<file path="src/rtl/crc_pkg.sv">
// Shared definitions for the fingerprint pointer bank.
//   bank_state_e : handshake FSM states
//   ptr_t        : fingerprint RAM address
//   next_ptr     : circular advance inside a [start, last] window
package crc_pkg;

  localparam int unsigned NUM_CORES_DEF = 2;
  localparam int unsigned NUM_TASKS_DEF = 16;
  localparam int unsigned ADDR_W_DEF    = 9;

  typedef logic [ADDR_W_DEF-1:0] ptr_t;

  typedef enum logic [2:0] {
    ST_IDLE,
    ST_CFG,
    ST_CFG_ACK,
    ST_INC_ACK,
    ST_CLR_ACK
  } bank_state_e;

  // Wrap happens only at the configured last address; start==last is a
  // single-entry window that always returns to start.
  function automatic ptr_t next_ptr(input ptr_t p, input ptr_t start, input ptr_t last);
    return (p == last) ? start : ptr_t'(p + 1'b1);
  endfunction

endpackage

</file>
<file path="src/rtl/comp_pointer_slot.sv">
// One core's pointer state for every task: window start/last, head, tail
// and occupancy count, with the full/empty decisions for that core.
//   cfg_en/cfg_task/cfg_start/cfg_end : load a task window, empty it
//   inc_en/inc_task                   : producer push on this core
//   tail_en/comp_task                 : consumer pop on comp_task
//   flush_en                          : empty comp_task (mismatch flush)
//   inc_head/comp_head/comp_tail      : pointer read-out
//   nonempty                          : bit t set when count[t] != 0
//   overflow/underflow                : single-cycle error events
module comp_pointer_slot
  import crc_pkg::*;
#(
  parameter int unsigned NUM_TASKS = NUM_TASKS_DEF,
  parameter int unsigned ADDR_W    = ADDR_W_DEF,
  parameter int unsigned TASK_W    = $clog2(NUM_TASKS)
) (
  input  logic                 clk,
  input  logic                 reset_n,
  input  logic                 cfg_en,
  input  logic [TASK_W-1:0]    cfg_task,
  input  logic [ADDR_W-1:0]    cfg_start,
  input  logic [ADDR_W-1:0]    cfg_end,
  input  logic                 inc_en,
  input  logic [TASK_W-1:0]    inc_task,
  input  logic                 tail_en,
  input  logic                 flush_en,
  input  logic [TASK_W-1:0]    comp_task,
  output logic [ADDR_W-1:0]    inc_head,
  output logic [ADDR_W-1:0]    comp_head,
  output logic [ADDR_W-1:0]    comp_tail,
  output logic [NUM_TASKS-1:0] nonempty,
  output logic                 overflow,
  output logic                 underflow
);

  // One extra bit so a window covering the whole RAM can be completely full.
  typedef logic [ADDR_W:0] cnt_t;

  logic [ADDR_W-1:0] start_q [NUM_TASKS];
  logic [ADDR_W-1:0] start_d [NUM_TASKS];
  logic [ADDR_W-1:0] last_q  [NUM_TASKS];
  logic [ADDR_W-1:0] last_d  [NUM_TASKS];
  logic [ADDR_W-1:0] head_q  [NUM_TASKS];
  logic [ADDR_W-1:0] head_d  [NUM_TASKS];
  logic [ADDR_W-1:0] tail_q  [NUM_TASKS];
  logic [ADDR_W-1:0] tail_d  [NUM_TASKS];
  cnt_t              count_q [NUM_TASKS];
  cnt_t              count_d [NUM_TASKS];

  logic tail_live;
  logic pop;
  logic push;
  cnt_t occ;
  cnt_t win;

  function automatic logic [ADDR_W-1:0] advance(input logic [ADDR_W-1:0] p,
                                                input logic [ADDR_W-1:0] s,
                                                input logic [ADDR_W-1:0] e);
    return ADDR_W'(next_ptr(ptr_t'(p), ptr_t'(s), ptr_t'(e)));
  endfunction

  always_comb begin
    // A configure or flush of the task being popped wins; the pop is dropped
    // without raising underflow. Flush always targets comp_task.
    tail_live = tail_en && !flush_en && !(cfg_en && (cfg_task == comp_task));
    pop       = tail_live && (count_q[comp_task] != '0);
    underflow = tail_live && (count_q[comp_task] == '0);
    win       = {1'b0, last_q[inc_task]} - {1'b0, start_q[inc_task]} + cnt_t'(1);
    // A same-cycle pop on the same task frees a slot before the full check.
    occ       = count_q[inc_task] - cnt_t'(pop && (comp_task == inc_task));
    push      = inc_en && (occ < win);
    overflow  = inc_en && !push;
  end

  always_comb begin
    start_d = start_q;
    last_d  = last_q;
    head_d  = head_q;
    tail_d  = tail_q;
    count_d = count_q;
    if (pop) begin
      tail_d[comp_task]  = advance(tail_q[comp_task], start_q[comp_task], last_q[comp_task]);
      count_d[comp_task] = count_d[comp_task] - cnt_t'(1);
    end
    if (push) begin
      head_d[inc_task]  = advance(head_q[inc_task], start_q[inc_task], last_q[inc_task]);
      count_d[inc_task] = count_d[inc_task] + cnt_t'(1);
    end
    if (flush_en) begin
      head_d[comp_task]  = start_q[comp_task];
      tail_d[comp_task]  = start_q[comp_task];
      count_d[comp_task] = '0;
    end
    if (cfg_en) begin
      start_d[cfg_task] = cfg_start;
      last_d[cfg_task]  = cfg_end;
      head_d[cfg_task]  = cfg_start;
      tail_d[cfg_task]  = cfg_start;
      count_d[cfg_task] = '0;
    end
  end

  always_ff @(posedge clk or negedge reset_n) begin
    if (!reset_n) begin
      for (int unsigned t = 0; t < NUM_TASKS; t++) begin
        start_q[t] <= '0;
        last_q[t]  <= '0;
        head_q[t]  <= '0;
        tail_q[t]  <= '0;
        count_q[t] <= '0;
      end
    end else begin
      start_q <= start_d;
      last_q  <= last_d;
      head_q  <= head_d;
      tail_q  <= tail_d;
      count_q <= count_d;
    end
  end

  always_comb begin
    inc_head  = head_q[inc_task];
    comp_head = head_q[comp_task];
    comp_tail = tail_q[comp_task];
    nonempty  = '0;
    for (int unsigned t = 0; t < NUM_TASKS; t++) begin
      nonempty[t] = (count_q[t] != '0);
    end
  end

endmodule

</file>
<file path="src/rtl/comp_pointer_bank.sv">
// Per-task, per-core circular-buffer pointer bank between the fingerprint
// generators and the fingerprint comparator.
//   cfg_*            : task window configuration handshake
//   inc_*            : producer write handshake, fprint_head_pointer read-out
//   comp_task        : task viewed/advanced by the comparator
//   comp_inc_tail    : pop one entry of comp_task on every core (any cycle)
//   comp_clear_*     : flush handshake, comp_mismatch selects a real flush
//   comp_*_pointers  : per-core head/tail of comp_task, core 0 in LSBs
//   heads_match, tail_at_head, fprints_ready : occupancy-derived status
//   overflow_err, underflow_err, err_core, err_task : sticky error capture
module comp_pointer_bank
  import crc_pkg::*;
#(
  parameter int unsigned NUM_CORES = NUM_CORES_DEF,
  parameter int unsigned NUM_TASKS = NUM_TASKS_DEF,
  parameter int unsigned ADDR_W    = ADDR_W_DEF,
  parameter int unsigned TASK_W    = $clog2(NUM_TASKS),
  parameter int unsigned CORE_W    = $clog2(NUM_CORES)
) (
  input  logic                        clk,
  input  logic                        reset_n,
  input  logic                        cfg_valid,
  input  logic [TASK_W-1:0]           cfg_task,
  input  logic [ADDR_W-1:0]           cfg_start,
  input  logic [ADDR_W-1:0]           cfg_end,
  output logic                        cfg_ack,
  input  logic                        inc_valid,
  input  logic [CORE_W-1:0]           inc_core,
  input  logic [TASK_W-1:0]           inc_task,
  output logic                        inc_ack,
  output logic [ADDR_W-1:0]           fprint_head_pointer,
  input  logic [TASK_W-1:0]           comp_task,
  input  logic                        comp_inc_tail,
  input  logic                        comp_clear_req,
  input  logic                        comp_mismatch,
  output logic                        comp_clear_ack,
  output logic [NUM_CORES*ADDR_W-1:0] comp_head_pointers,
  output logic [NUM_CORES*ADDR_W-1:0] comp_tail_pointers,
  output logic                        heads_match,
  output logic [NUM_CORES-1:0]        tail_at_head,
  output logic [NUM_TASKS-1:0]        fprints_ready,
  output logic                        overflow_err,
  output logic                        underflow_err,
  output logic [CORE_W-1:0]           err_core,
  output logic [TASK_W-1:0]           err_task
);

  bank_state_e state_q, state_d;

  logic cfg_en;
  logic inc_active;
  logic flush_en;

  logic [ADDR_W-1:0]    inc_head_v [NUM_CORES];
  logic [NUM_TASKS-1:0] nonempty_v [NUM_CORES];
  logic [NUM_CORES-1:0] ovf_v;
  logic [NUM_CORES-1:0] unf_v;

  logic              overflow_q,  overflow_d;
  logic              underflow_q, underflow_d;
  logic [CORE_W-1:0] err_core_q,  err_core_d;
  logic [TASK_W-1:0] err_task_q,  err_task_d;
  logic [CORE_W-1:0] unf_core;
  logic              unf_found;

  // State register
  always_ff @(posedge clk or negedge reset_n) begin
    if (!reset_n) state_q <= ST_IDLE;
    else          state_q <= state_d;
  end

  // Next-state logic
  always_comb begin
    state_d = state_q;
    unique case (state_q)
      ST_IDLE: begin
        if (cfg_valid)           state_d = ST_CFG;
        else if (inc_valid)      state_d = ST_INC_ACK;
        else if (comp_clear_req) state_d = ST_CLR_ACK;
      end
      ST_CFG:     state_d = ST_CFG_ACK;
      ST_CFG_ACK: state_d = ST_IDLE;
      ST_INC_ACK: state_d = ST_IDLE;
      ST_CLR_ACK: state_d = ST_IDLE;
      default:    state_d = ST_IDLE;
    endcase
  end

  // Output logic
  always_comb begin
    cfg_ack        = (state_q == ST_CFG_ACK);
    inc_ack        = (state_q == ST_INC_ACK);
    comp_clear_ack = (state_q == ST_CLR_ACK);
    cfg_en         = (state_q == ST_CFG);
    inc_active     = (state_q == ST_INC_ACK);
    flush_en       = (state_q == ST_CLR_ACK) && comp_mismatch;
  end

  for (genvar c = 0; c < NUM_CORES; c++) begin : g_slot
    comp_pointer_slot #(
      .NUM_TASKS (NUM_TASKS),
      .ADDR_W    (ADDR_W),
      .TASK_W    (TASK_W)
    ) u_slot (
      .clk       (clk),
      .reset_n   (reset_n),
      .cfg_en    (cfg_en),
      .cfg_task  (cfg_task),
      .cfg_start (cfg_start),
      .cfg_end   (cfg_end),
      .inc_en    (inc_active && (inc_core == CORE_W'(c))),
      .inc_task  (inc_task),
      .tail_en   (comp_inc_tail),
      .flush_en  (flush_en),
      .comp_task (comp_task),
      .inc_head  (inc_head_v[c]),
      .comp_head (comp_head_pointers[c*ADDR_W +: ADDR_W]),
      .comp_tail (comp_tail_pointers[c*ADDR_W +: ADDR_W]),
      .nonempty  (nonempty_v[c]),
      .overflow  (ovf_v[c]),
      .underflow (unf_v[c])
    );
  end

  always_comb begin
    fprint_head_pointer = inc_head_v[inc_core];
    fprints_ready       = '1;
    heads_match         = 1'b1;
    tail_at_head        = '0;
    for (int unsigned c = 0; c < NUM_CORES; c++) begin
      fprints_ready   = fprints_ready & nonempty_v[c];
      tail_at_head[c] = !nonempty_v[c][comp_task];
      if (comp_head_pointers[c*ADDR_W +: ADDR_W] != comp_head_pointers[ADDR_W-1:0]) begin
        heads_match = 1'b0;
      end
    end
  end

  // Error capture. If overflow and underflow first appear in the same cycle,
  // the overflow's core/task is the one recorded.
  always_comb begin
    unf_core  = '0;
    unf_found = 1'b0;
    for (int unsigned c = 0; c < NUM_CORES; c++) begin
      if (unf_v[c] && !unf_found) begin
        unf_core  = CORE_W'(c);
        unf_found = 1'b1;
      end
    end
    err_core_d = err_core_q;
    err_task_d = err_task_q;
    if (!overflow_q && !underflow_q) begin
      if (|ovf_v) begin
        err_core_d = inc_core;
        err_task_d = inc_task;
      end else if (|unf_v) begin
        err_core_d = unf_core;
        err_task_d = comp_task;
      end
    end
    overflow_d  = overflow_q  | (|ovf_v);
    underflow_d = underflow_q | (|unf_v);
  end

  always_ff @(posedge clk or negedge reset_n) begin
    if (!reset_n) begin
      overflow_q  <= 1'b0;
      underflow_q <= 1'b0;
      err_core_q  <= '0;
      err_task_q  <= '0;
    end else begin
      overflow_q  <= overflow_d;
      underflow_q <= underflow_d;
      err_core_q  <= err_core_d;
      err_task_q  <= err_task_d;
    end
  end

  always_comb begin
    overflow_err  = overflow_q;
    underflow_err = underflow_q;
    err_core      = err_core_q;
    err_task      = err_task_q;
  end

endmodule

</file>
<file path="config.mk">
export PLATFORM = sky130hd
export DESIGN_NAME = comp_pointer_bank
export DESIGN_NICKNAME = d
export VERILOG_FILES = /design/src/rtl/crc_pkg.sv /design/src/rtl/comp_pointer_slot.sv /design/src/rtl/comp_pointer_bank.sv
export SDC_FILE = /design/constraint.sdc
export NUM_CORES = 2
export LEC_CHECK = 0
export ABC_CLOCK_PERIOD_IN_PS = 23700
export CORE_ASPECT_RATIO = 2
export CORE_MARGIN = 10
export CORE_UTILIZATION = 30
export DETAILED_ROUTE_END_ITERATION = 10
export GPL_TIMING_DRIVEN = 0
export PLACE_DENSITY = 0.51
export SLEW_MARGIN = 30
export SYNTH_ARGS = -nofsm -noshare
export SYNTH_HDL_FRONTEND = slang
export SYNTH_SLANG_ARGS = --single-unit
</file>
<file path="constraint.sdc">
create_clock -name clk -period 23.7 [get_ports clk]
set_input_delay 7.11 -clock clk [delete_from_list [all_inputs] [get_ports clk]]
set_output_delay 7.11 -clock clk [all_outputs]
set_load 0.05 [all_outputs]
</file>
==> results of run 1 <==
==> routing by layer <==
layer	GRT usage [%]	overflow
met5	19.8	5
met4	79.6	1840
met3	55.1	53
met2	94.7	3898
met1	71.8	19
==> synthesized netlist by cell type, types with 57 or more instances <==
cell type,count
o221ai_1,150
and2_1,60
nand2_1,1458
mux2i_1,89
a211oi_1,611
nor2_1,898
o21ai_0,742
nand3_1,58
buf_2,78
clkbuf_1,564
buf_1,57
o211ai_1,67
xor2_1,59
a21oi_1,275
nor4_1,72
mux4_2,625
xnor2_1,70
nor3_1,138
dfrtp_1,1194
==> stage by stage <==
stage,cells,setup TNS (ps)
4_1_cts,12119,0
3_3_place_gp,11650,-
2_1_floorplan,8104,0
3_5_place_dp,11875,-272
==> logic make-up after synthesis <==
group,after synthesis,synth area share (%)
AND/OR/NAND/NOR,2943,16.2
AO/OA/AOI/OAI,2257,19.0
flip-flops,1194,38.5
buffers and inverters,765,4.00
multiplexers,765,20.0
XOR/XNOR,132,1.52
adder cells (fa/ha/maj),48,0.783
==> timing repair <==
item	in CTS
pin swaps	0
gates resized for setup	3
setup endpoints to repair	1
==> metrics.yaml, run 1 <==
run_status:
  outcome: "did not finish"
  stop_stage: "global routing (5_1_grt)"
  tool.error: "[ERROR GRT-0116] Global routing finished with congestion. Check the congestion regions in the DRC Viewer."
placement:
  hpwl_um: 661000
  io_buffers: 88
  gp_congestion: 1.23
  place_ws_ps: -272
  placed_area_sq_mm: 0.0883
logic_synthesis:
  async_flop_share_pct: 100
  ys.flop_type: "dfrtp_1"
  syn_area_sq_mm: 0.0776
  synth_edf_count: 0
  syn_area_per_cell_sq_um: 9.58
  yosysWarnings: 0
  ys_types: 101
  yosysTopAreaCell: "dfrtp_1"
  seq_area_frac_synth_pct: 38.5
  synth_nets: 8190
  synthCells: 8104
  yosys-top-cells-area: "dfrtp_1 38%, mux4_2 18%, nand2_1 7.1%"
  synth_seq_cells: 1194
  synth_top_area_share_pct: 38.5
clocking:
  h-tree-depth: 4
  post_cts_buffers: 0
  cts_sinks: 1194
  hold_buffers: 0
  clockRootBuffer: "clkbuf_16"
  clock_path_buffers: 4
  numCtsBuffers: 141
global_routing:
  grt_pass1_vias: 118609
  grt_use_total_pct: 74.3
  grt_max_degree: 122
  gr-total-overflow: 5815
  grt_pass1_wl_um: 1490000
floorplanning:
  std_cell_rows: 264
  initial_core_util_pct: 30.1
  die_x_um: 380
  fp.dieH_um: 739
  ios: 112
==> inputs of run 2 (changes only) <==
Settings changed: CORE_ASPECT_RATIO 2 to unset, CORE_UTILIZATION 30 to 20, PLACE_DENSITY 0.51 to unset, PLACE_DENSITY_LB_ADDON set to 0.15.
==> run 2 against run 1 <==
The flow now finishes, with violations (setup timing). Synthesized cell count did not move. Area after synthesis unchanged.
==> metrics.yaml, run 2 <==
cells_and_area:
  area_growth_pct: 22.3
  mostFrequentLayoutCell: "nand2_1"
  instances_no_fill: 13938
  top_regs: "g_slot.u_slot.count_q: 320 flops, g_slot.u_slot.head_q: 288 flops, g_slot.u_slot.tail_q: 288 flops"
  final_cell_mix: "1456 x nand2_1, 1194 x dfrtp_1, 828 x nor2_1"
  largest-register: "g_slot.u_slot.count_q"
  drive_gt1_share_pct: 19.7
  largest_reg_flops: 320
  num-nets-final: 8619
  final_core_util_pct: 24.6
sta:
  hold_violations: 0
  drv_slew: 0
  setup_viol_count_final: 1
  period_minus_slack_ps: 24090
  period_share_pct: 102
  fmax_ghz: 0.0415
  maxSlewHeadroom_pct: 12.2
  grt_setup_unrepaired: "false"
  setup_slack_ps: -394
  skew_ps: 115
  tightest_slew_ps: 1280
global_routing:
  antenna_found_initial: 113
  gr-total-overflow: 0
  grt_pass1_wl_um: 917000
  grt_pass1_vias: 79699
  grt_max_degree: 116
  grt_use_total_pct: 34.0
pwr:
  p_per_area_mw_per_mm2: 151
  vdd_drop_max_mv: 0.106
  p_leak_nw: 37.6
detailed_routing:
  drc: 0
  drt_wl_total_um: 735000
  vias: 83873
  firstDrtPassIters: 6
  postRouteAntennaNets: 0
  wl_per_cell_um: 52.7
  via_per_inst: 6.02
  drt_iter0_drc: 12132
floorplanning:
  std_cell_rows: 228  # was 264
  ios: 112  # unchanged
  fp.dieH_um: 643  # was 739 um
  die_x_um: 643  # was 380 um
  core_sq_mm: 0.386
  initial_core_util_pct: 20.1  # was 30.1%
  dieArea_sq_mm: 0.413
setup_path:
  crit_path_max_fanout: 10
  reg2reg_from: "g_slot[0].u_slot.count_q[110]$_DFF_PN0_"
  crit_type: "in -> out"
  cp-startpoint: "comp_task[1]"
  r2r_setup_slack_ps: 10270
  required_ps: 16590
  cp.arrival_ps: 16980
  critPathCaptureType: "primary output"
  r2r_cells: 31
  cp-start-kind: "input port"
  reg2reg_to: "g_slot[0].u_slot.count_q[9]$_DFF_PN0_"
clocking:
  cts_sinks: 1194  # unchanged
  post_cts_buffers: 0  # unchanged
  hold_buffers: 0  # unchanged
  numCtsBuffers: 167  # was 141
  clkTransAtPathRegs_ps: 60
  insertion_delay_ps: 960
  h-tree-depth: 4  # unchanged
  clock_path_buffers: 4  # unchanged
  cts.repair.resized: 8  # was 3
  clockRootBuffer: "clkbuf_16"  # unchanged
  cts_tree: "built"
hold_path:
  whs_path_depth: 2
  hp-class: "reg -> reg"
  hold_end: "err_task[3]$_DFFE_PN0P_"
  min-delay-start: "err_task[3]$_DFFE_PN0P_"
logic_synthesis:
  syn_area_per_cell_sq_um: 9.58  # unchanged
  synth_edf_count: 0  # unchanged
  synth_nets: 8190  # unchanged
  synth_top_area_share_pct: 38.5  # unchanged
  synth_top_family_by_area: "multiplexers"  # unchanged
  synth_seq_cells: 1194  # unchanged
  ys.flop_type: "dfrtp_1"  # unchanged
  syn_area_sq_mm: 0.0776  # unchanged
  yosys.area_share.simple_pct: 16.2  # unchanged
  ys_types: 101  # unchanged
  synthCells: 8104  # unchanged
  synth-xor-area-share_pct: 1.52  # unchanged
  synth-compound-area-share_pct: 19.0  # unchanged
  muxShareOfSynthArea_pct: 20.0  # unchanged
  yosysWarnings: 0  # unchanged
  synth_common_cells: "1458 x nand2_1, 1194 x dfrtp_1, 898 x nor2_1, 742 x o21ai_0, 625 x mux4_2"  # unchanged
  yosys-top-cells-area: "dfrtp_1 38%, mux4_2 18%, nand2_1 7.1%"  # unchanged
  async_flop_share_pct: 100  # unchanged
  yosysTopAreaCell: "dfrtp_1"  # unchanged
  synthAdderAreaFrac_pct: 0.783  # unchanged
  seq_area_frac_synth_pct: 38.5  # unchanged
  synth_most_common_cell: "nand2_1"  # unchanged
placement:
  io_buffers: 88  # unchanged
  gp_congestion: 1.05  # was 1.23
  place_inst: 13535  # was 11875
  hpwl_um: 591000  # was 661000 um
run_status:
  outcome: "complete, but fails checks"  # was did not finish
  violations: "setup timing"
flow_run:
  cap_violations: 0
==> run 2: cell counts after synthesis <==
No cell type changed its count.
==> run 2: worst max-delay path, cell delays in order <==
cell	delay, ps
buf_2	300
buf_4	510
buf_6	410
buf_6	360
buf_4	430
buf_4	390
buf_4	320
clkbuf_2	570
clkbuf_4	380
buf_12	270
clkbuf_2	520
buf_2	530
clkbuf_4	550
clkbuf_2	490
buf_8	230
mux4_2	440
mux4_2	720
xnor2_1	430
nand4_1	580
nor4_1	360
clkdlybuf4s50_1	880
==> run 2: layout make-up <==
| type | count | area (sq um) |
|---|---|---|
| diodes | 107 | 268 |
| plain buffers | 723 | 3320 |
| clock buffers | 252 | 5030 |
| clock inverters | 40 | 423 |
| fillers | 41788 | 291000 |
| inverters | 42 | 158 |
| multi-input cells | 6145 | 45600 |
| flip-flops and latches | 1194 | 29900 |
| well taps | 5175 | 6470 |
| repair buffers | 260 | 3830 |
==> run 2: power by group <==
group	switching [mW]	leakage, nW	total [mW]	internal [mW]
logic	5.16	19.7	7.46	2.30
clock network	1.15	2.69	2.67	1.53
registers	1.26	15.2	4.23	2.97
==> run 2: worst max path at each step <==
| stage | end | slack [ps] | cells after the start |
|---|---|---|---|
| floorplan | heads_match | 3210 | 19 |
| global placement | g_slot[0].u_slot.last_q[13]$_DFFE_PN0P_ | -47750 | 1 |
| detailed placement | heads_match | -720 | 20 |
| CTS | heads_match | 50 | 21 |
| global route | heads_match | 70 | 21 |
| finish | heads_match | -390 | 21 |
==> run 2: cells by family after synthesis <==
group | after synthesis
XOR/XNOR | 132
AO/OA/AOI/OAI | 2257
buffers and inverters | 765
AND/OR/NAND/NOR | 2943
multiplexers | 765
flip-flops | 1194
adder cells (fa/ha/maj) | 48
==> run 2: per-layer routing <==
| layer | GRT usage [%] | share of wire [%] |
|---|---|---|
| met5 | 0.0229 | 0.020 |
| met4 | 34.8 | 13 |
| met3 | 7.04 | 7.7 |
| met2 | 51.9 | 44 |
| met1 | 38.5 | 36 |
==> run 2: stage by stage <==
stage	TNS (ps)	setup WS, ps	hold slack, ps	instance area, sq um	power [mW]
finish	-394	-394	480	95000	14.4
global route	0	70.6	515	94800	14.4
CTS	0	48.3	483	94600	14.1
detailed placement	-723	-723	470	89100	11.4
global placement	-	-47750	473	85000	11.1
floorplan	0	3210	457	77600	6.96
Power figures use the tool's default switching activity.
